**config.mk**
```make
export PLATFORM = sky130hd
export DESIGN_NAME = pll_lock_detect
export DESIGN_NICKNAME = d
export VERILOG_FILES = /design/src/rtl/pll_lock_detect.sv
export SDC_FILE = /design/constraint.sdc
export NUM_CORES = 1
export LEC_CHECK = 0
export BUFFER_PORTS_ARGS = -buffer_cell sky130_fd_sc_hd__buf_4
export CORE_ASPECT_RATIO = 0.8
export CORE_MARGIN = 2
export CORE_UTILIZATION = 45
export CTS_BUF_LIST = sky130_fd_sc_hd__clkbuf_8
export DETAILED_ROUTE_END_ITERATION = 8
export GPL_TIMING_DRIVEN = 0
export SKIP_CTS_REPAIR_TIMING = 1
export SLEW_MARGIN = 0
export SYNTH_ARGS = -nofsm -noshare
export SYNTH_HDL_FRONTEND = slang
export SYNTH_SLANG_ARGS = --single-unit
```
**constraint.sdc**
```tcl
create_clock -name refclk -period 4.6 [get_ports refclk]
set_input_delay 0.69 -clock refclk [delete_from_list [all_inputs] [get_ports refclk]]
set_output_delay 0.69 -clock refclk [all_outputs]
set_load 0.01 [all_outputs]
```
**src/rtl/pll_lock_detect.sv**
```systemverilog
// Lock detector for the Canary PLL: measures feedback-edge count and phase error per refclk
// window and walks lock_state UNLOCKED -> FREQ_LOCKED -> PHASE_LOCKED with hysteresis.
module pll_lock_detect #(
  parameter int unsigned WINDOW       = 64,
  parameter int unsigned FREQ_TOL     = 1,
  parameter int unsigned PHASE_W      = 8,
  parameter int unsigned PHASE_TOL    = 4,
  parameter int unsigned FREQ_GOOD_N  = 4,
  parameter int unsigned PHASE_GOOD_N = 8,
  localparam int unsigned CW          = $clog2(2 * WINDOW + 1)
) (
  input  logic                      refclk,
  input  logic                      reset,
  input  logic                      brake,
  input  logic                      fb_edge,
  input  logic                      phase_vld,
  input  logic signed [PHASE_W-1:0] phase_err,
  output logic [1:0]                lock_state,
  output logic                      lock_lost,
  output logic [CW-1:0]             fb_count
);

  localparam int unsigned WW  = $clog2(WINDOW);
  localparam int unsigned FGW = $clog2(FREQ_GOOD_N + 1);
  localparam int unsigned PGW = $clog2(PHASE_GOOD_N + 1);

  typedef enum logic [1:0] {
    StUnlocked    = 2'd0,
    StFreqLocked  = 2'd1,
    StPhaseLocked = 2'd2
  } lock_state_t;

  lock_state_t    state_q;
  logic [WW-1:0]  win_q;
  logic [CW-1:0]  edge_q;
  logic           vld_seen_q;
  logic           err_bad_q;
  logic [FGW-1:0] fg_q;
  logic [PGW-1:0] pg_q;

  logic           win_close;
  logic [CW-1:0]  edge_total;
  logic [CW:0]    freq_diff;
  logic           freq_good;
  logic [PHASE_W:0] err_ext;
  logic [PHASE_W:0] err_abs;
  logic           err_ok;
  logic           vld_seen_now;
  logic           err_bad_now;
  logic           phase_good;
  logic [FGW-1:0] fg_inc;
  logic [PGW-1:0] pg_inc;

  always_comb begin
    win_close  = (win_q == WW'(WINDOW - 1));
    // An edge in the closing cycle still belongs to the window being closed.
    edge_total = (fb_edge && (edge_q != CW'(2 * WINDOW))) ? edge_q + 1'b1 : edge_q;
    if ({1'b0, edge_total} >= (CW + 1)'(WINDOW)) begin
      freq_diff = {1'b0, edge_total} - (CW + 1)'(WINDOW);
    end else begin
      freq_diff = (CW + 1)'(WINDOW) - {1'b0, edge_total};
    end
    freq_good = (freq_diff <= (CW + 1)'(FREQ_TOL));

    // One extra bit so the most-negative error cannot wrap to a small magnitude.
    err_ext      = {phase_err[PHASE_W-1], phase_err};
    err_abs      = err_ext[PHASE_W] ? (~err_ext + 1'b1) : err_ext;
    err_ok       = (err_abs <= (PHASE_W + 1)'(PHASE_TOL));
    vld_seen_now = vld_seen_q | phase_vld;
    err_bad_now  = err_bad_q | (phase_vld & ~err_ok);
    phase_good   = vld_seen_now & ~err_bad_now;

    fg_inc = (fg_q >= FGW'(FREQ_GOOD_N))  ? FGW'(FREQ_GOOD_N)  : fg_q + 1'b1;
    pg_inc = (pg_q >= PGW'(PHASE_GOOD_N)) ? PGW'(PHASE_GOOD_N) : pg_q + 1'b1;
  end

  always_ff @(posedge refclk) begin
    if (reset) begin
      state_q    <= StUnlocked;
      lock_lost  <= 1'b0;
      fb_count   <= '0;
      win_q      <= '0;
      edge_q     <= '0;
      vld_seen_q <= 1'b0;
      err_bad_q  <= 1'b0;
      fg_q       <= '0;
      pg_q       <= '0;
    end else if (brake) begin
      state_q    <= StUnlocked;
      lock_lost  <= (state_q == StPhaseLocked);
      win_q      <= '0;
      edge_q     <= '0;
      vld_seen_q <= 1'b0;
      err_bad_q  <= 1'b0;
      fg_q       <= '0;
      pg_q       <= '0;
    end else if (win_close) begin
      lock_lost  <= 1'b0;
      fb_count   <= edge_total;
      win_q      <= '0;
      edge_q     <= '0;
      vld_seen_q <= 1'b0;
      err_bad_q  <= 1'b0;
      if (!freq_good) begin
        state_q   <= StUnlocked;
        lock_lost <= (state_q == StPhaseLocked);
        fg_q      <= '0;
        pg_q      <= '0;
      end else begin
        fg_q <= fg_inc;
        if (!phase_good) pg_q <= '0;
        unique case (state_q)
          StUnlocked: begin
            if (fg_inc >= FGW'(FREQ_GOOD_N)) state_q <= StFreqLocked;
          end
          StFreqLocked: begin
            if (phase_good) begin
              pg_q <= pg_inc;
              if (pg_inc >= PGW'(PHASE_GOOD_N)) state_q <= StPhaseLocked;
            end
          end
          StPhaseLocked: begin
            if (!phase_good) begin
              state_q   <= StFreqLocked;
              lock_lost <= 1'b1;
            end
          end
          default: state_q <= StUnlocked;
        endcase
      end
    end else begin
      lock_lost  <= 1'b0;
      win_q      <= win_q + 1'b1;
      edge_q     <= edge_total;
      vld_seen_q <= vld_seen_now;
      err_bad_q  <= err_bad_now;
      if (!(state_q inside {StUnlocked, StFreqLocked, StPhaseLocked})) state_q <= StUnlocked;
    end
  end

  assign lock_state = state_q;

endmodule

```
### Word-level counts from Yosys, hierarchy flattened

Index checks and enable logic that the tools add are counted.
W data, S select, Z words.

| cells by class | value |
|---|---|
| $add $sub $neg | 7 |
| multipliers | 0 |
| div/mod/pow operators | 0 |
| magnitude comparators | 7 |
| equality and inequality tests | 9 |
| shifts and indexed selects | 0 |
| mux-type cells | 23 |
| bitwise logic cells | 8 |
| reduce and logical (&&, ||, !) cells | 7 |

Operator list:

| operator | count |
|---|---|
| $mux W4 | 5 |
| $mux W9 | 2 |
| $ne A4 B4 Y1 const B | 4 |
| $mux W2 | 7 |
| $add A9 B1 Y9 const B | 1 |
| $le A9 B1 Y1 const B | 1 |
| $le A9 B3 Y1 const B | 1 |
| $not A9 Y9 | 1 |
| $sub A7 B8 Y9 const A | 1 |
| $sub A8 B7 Y9 const B | 1 |
| $add A8 B1 Y8 const B | 1 |
| $ge A4 B4 Y1 const B | 2 |
| $ge A8 B7 Y1 const B | 1 |
| $mux W8 | 1 |
| $ne A8 B8 Y1 const B | 1 |
| $add A6 B1 Y6 const B | 1 |
| $eq A6 B6 Y1 const B | 1 |
| $ge A3 B3 Y1 const B | 2 |
| $mux W3 | 2 |
| $pmux W2 S3 | 1 |
| $mux W1 | 5 |
| $reduce_and A5 Y1 | 1 |
| $add A4 B1 Y4 const B | 1 |
| $add A3 B1 Y3 const B | 1 |
| 12 further kinds | 16 |

| word-level totals | value |
|---|---|
| register bits after elaboration | 34 |
| latch bits | 0 |
| RAM bits | 0 |
| ROM bits | 0 |
| output and inout bits | 11 |
| word-level logic and storage cells | 70 |
| memories kept | 0 |

### Longest topological paths before layout

| depth | value |
|---|---|
| depth in word-level cells | 14 |
| depth in mapped cells | 14 |

### Worst setup path after synthesis

Ideal clock, no wire load.

| timing path | value |
|---|---|
| kind | input to register |
| start | in fb_edge |
| end | reg lock_lost |
| library setup time | 0.115 ns |
| arrival | 3.126 ns |
| data required time | 4.485 ns |
| setup slack | 1.360 ns |
| cell stages on the path | 12 |
| path buffers | 1 |
| path through | buf_2 -> and3_1 -> nor3b_1 -> xnor2_1 -> ha_1 -> inv_1 -> a311o_1 -> a41oi_1 -> nand4_1 -> a2111oi_4 -> nor2_2 -> o21a_1 |

| on the way | value |
|---|---|
| word-level cells in the longest chain between the ends | 8 |
| elaborated cells on any way between the ends | 10 |
| those cells by class | add/sub (2); order compare (2); mux (5); reduce/logical (1) |

RTL lines:

| what | RTL line | source |
|---|---|---|
| from (decl) | 15 | `input logic fb_edge,` |
| $logic_and A1 B1 Y1 * | 57 | `edge_total = (fb_edge && (edge_q != CW'(2 * WINDOW))) ? edge_q + 1'b1 : edge_q;` |
| $mux W8 * | 57 |  |
| $sub A7 B8 Y9 (tied with other cells) | 61 | `freq_diff = (CW + 1)'(WINDOW) - {1'b0, edge_total};` |
| $mux W9 * | 58 | `if ({1'b0, edge_total} >= (CW + 1)'(WINDOW)) begin` |
| $le A9 B1 Y1 * | 63 | `freq_good = (freq_diff <= (CW + 1)'(FREQ_TOL));` |
| $mux W1 * | 104 | `if (!freq_good) begin` |
| $mux W1 * | 97 | `end else if (win_close) begin` |
| $mux W1 * | 88 | `end else if (brake) begin` |
| to (signal assigned) | 90 | `lock_lost <= (state_q == StPhaseLocked);` |
| to (signal assigned) | 106 | `lock_lost <= (state_q == StPhaseLocked);` |
| to (decl) | 19 | `output logic lock_lost,` |

Every way passes the cells marked *; elsewhere a longest branch is shown, timed or not.
A chain may end at the register's enable or synchronous reset.

### Worst setup path after layout

| timing path | value |
|---|---|
| start | reg edge_q[0] |
| end | reg state_q[1], in the netlist lock_state[1] |

| on the way | value |
|---|---|
| word-level cells in the longest chain between the ends | 8 |
| elaborated cells on any way between the ends | 16 |
| those cells by class | add/sub (3); order compare (2); eq/ne (5); mux (4); reduce/logical (2) |

RTL lines:

| what | RTL line | source |
|---|---|---|
| from (decl) | 35 | `logic [CW-1:0] edge_q;` |
| from (signal assigned) | 134 | `edge_q <= edge_total;` |
| parallel branches: the longest is 2 deep, another holds $add A8 B1 Y8 | n/a |  |
| $mux W8 * | 57 |  |
| $sub A7 B8 Y9 (tied with other cells) | 61 |  |
| $mux W9 * | 58 |  |
| $le A9 B1 Y1 * | 63 |  |
| $ne A4 B4 Y1 (no line) or $mux W2 (tied branches) | n/a |  |
| $reduce_and A5 Y1 (no line) or $mux W2 (tied branches) | n/a |  |
| to (signal assigned) | 79 | `state_q <= StUnlocked;` |
| to (signal assigned) | 89 | `state_q <= StUnlocked;` |
| to (signal assigned) | 105 | `state_q <= StUnlocked;` |
| to (decl) | 33 | `lock_state_t state_q;` |

Mark *: on every way between the ends.

==> impl_metrics.ini <==
[status]
status = completed

[setup_path]
required_ns = 4.78
end_kind = flip-flop
critPathLaunchType = flip-flop
cp_max_fo = 9
path_common_cell = nor2_1
path_class = reg2reg
slowest_delay_ns = 0.54
critical_path.cell_chain = ha_1 -> clkbuf_2 -> nand2_1 -> nor2_1 -> nor2_1 -> nor2_1 -> ha_1 -> inv_1 -> a311o_1 -> a41oi_1 -> nand4_1 -> a2111oi_4 -> nor2_2 -> o41ai_2
cp.arrival_ns = 3.74
crit_path_top_delay_cell = a2111oi_4

[route]
drt-total-wl_um = 4640
via_per_inst = 5.52
drtPass1Iterations = 4
routedWlPerCell_um = 13.7
post-route-drc-count = 0
postRouteAntennaNets = 0
routed-via-count = 1870
drt_iter0_markers = 106

[clocking]
clock-sinks = 34
clkLatencyLatePin_ns = 0.28
clkTransAtPathRegs_ns = 0.07
cts_root_buffer = clkbuf_8
htreeDepth = 2
cts_buffers = 5
cts_tree = yes
cts_buffer_depth = 2

[timing]
worst_clock_skew_ns = 0.00553
period_share = 0.773
setup-violations-final = 0
final.min_clock_period_ns = 3.56
final_hold_viol_count = 0
slew_headroom = 0.561
slew_violations = 0
max_freq_mhz = 281
setup_tns_ns = 0
tightest_slew_ns = 0.653
rsz0062_at_grt = no
finalWorstSetupSlack_ns = 1.04

[synth]
synth_fp_nets = 273
synth_edf_count = 0
async_flop_share = 0
syn_area_um2 = 2060
ys.flop_type = dfxtp_1
synth_warnings = 0
netlist_top_cells_area = dfxtp_1 33%, nor2_1 7.1%, ha_1 6.7%, a211oi_1 4.4%, xnor2_1 3.0%
synth_top_area_frac = 0.330
ys_types = 56
yosysSeqAreaShare = 0.330
postSynthAreaPerCell_um2 = 8.29
synth_seq_cells = 34
synth_area_leader_cell = dfxtp_1
synth_cells = 249

[worst_hold_path]
hold_class = reg2reg

[die]
num_rows = 22
die_area_um2 = 5150
dieHeight_um = 64.6
start_util = 0.460
io_pins = 24
core_um2 = 4490
die_w_um = 79.7

[power_and_ir_drop]
p_leak_nw = 0.957
ir_worst_vdd_v = 0.000155
p_total_mw = 0.573
p_per_area_nw_per_um2 = 239

[finish]
mostFrequentLayoutCells = 39 x nor2_1, 34 x dfxtp_1, 23 x buf_4
area.sequential_um2 = 681
multi_input_area_um2 = 1270
drive_gt1_frac = 0.168
post-route-util = 0.534
diodes = 0
fillCellCount = 431
syn_to_final_growth_pct = 16.1
finalNetCount = 302
layout_commonest_cell = nor2_1

[global_routing]
grt_remaining_overflow = 0
grt_pass1_vias = 1692
grt_pass1_wl_um = 7950
grt_antenna_before_repair = 0
grt_start_max_net_pins = 11
track_usage = 0.194

[placement]
dp_hpwl_um = 3530
post-place-ws_ns = 0.888
gp_congestion = 0.796
portBuffers = 22

[flow_run]
drv_cap = 0
-- worst max-delay path, delay by kind of cell (launching register included) --
kind	cells	cell delay (ns)
AND/OR/NAND/NOR	6	0.93
flip-flops	1	0.51
adder cells (fa/ha/maj)	2	0.53
buffers and inverters	2	0.29
AO/OA/AOI/OAI	4	1.20
-- Yosys cell counts (2+ instances only) --
| master | n |
|---|---|
| dfxtp_1 | 34 |
| o22ai_1 | 3 |
| and3_1 | 8 |
| o21ai_0 | 6 |
| nand4_1 | 3 |
| nand3_1 | 10 |
| a21oi_1 | 12 |
| nand2b_1 | 2 |
| buf_2 | 3 |
| nand2_1 | 15 |
| xnor2_1 | 7 |
| nor2_1 | 39 |
| mux2i_1 | 3 |
| a31oi_1 | 3 |
| a211oi_1 | 12 |
| nand3b_1 | 2 |
| o211ai_1 | 3 |
| clkbuf_1 | 5 |
| a41oi_1 | 2 |
| ha_1 | 11 |
| nor3_1 | 12 |
| nand4_2 | 2 |
| a2111oi_0 | 2 |
| inv_1 | 14 |
| xor2_1 | 5 |
-- final timing paths --
path         cells after the start            end  slack, ns  startpoint
min                              1       win_q[0]       0.46    win_q[0]
min reg2reg                      1       win_q[0]       0.46    win_q[0]
max reg2reg                     14  lock_state[1]       1.04   edge_q[0]
max                             14  lock_state[1]       1.04   edge_q[0]
-- metal layers --
layer,part of all wire,vias up,GRT usage
li1,-,962,-
met1,0.56,873,0.297
met2,0.40,33,0.269
met3,0.043,2,0.0474
met4,0.0041,0,0.0453
met5,0,-,0
-- sequential cells by signal, summed over array words and instances (netlist names) --
signal,count
pg_q,4
fb_count,8
win_q,6
edge_q,8
lock_state,2
vld_seen_q,1
lock_lost,1
err_bad_q,1
fg_q,3
-- logic make-up (layout without fill, tap and decap cells) --
logic type      count (synthesis)  after routing  share of synthesized area
xor+xnor                       13             13                     0.0588
buf+inv                        25             55                     0.0533
mux                             4              4                     0.0212
flops                          34             34                      0.330
compound gates                 58             58                      0.213
fa+ha+maj                      11             11                     0.0667
simple gates                  104            104                      0.258
-- final cells by class --
cell class                 instances  share of cell area
sequential                        34               0.284
inverter                          14              0.0219
tap                               60              0.0313
buffer                            11              0.0240
clock buffer                       6              0.0345
multi-input combinational        190               0.532
clock inverter                     2             0.00366
timing repair buffer              22              0.0689
-- through the flow --
stage / cell area (um^2) / hold slack, ns / cells
6_report: 2400 / 0.455 / 339
5_1_grt: 2400 / 0.499 / 339
4_1_cts: 2400 / 0.457 / 339
3_5_place_dp: 2300 / 0.442 / 331
3_3_place_gp: 2300 / 0.432 / 331
2_1_floorplan: 2060 / 0.418 / 249
-- power breakdown --
| part | internal [mW] | switching [mW] |
|---|---|---|
| registers | 0.297 | 0.00217 |
| logic | 0.0215 | 0.0293 |
| clock network | 0.119 | 0.105 |
No activity file was read; power rests on OpenSTA's default activity.
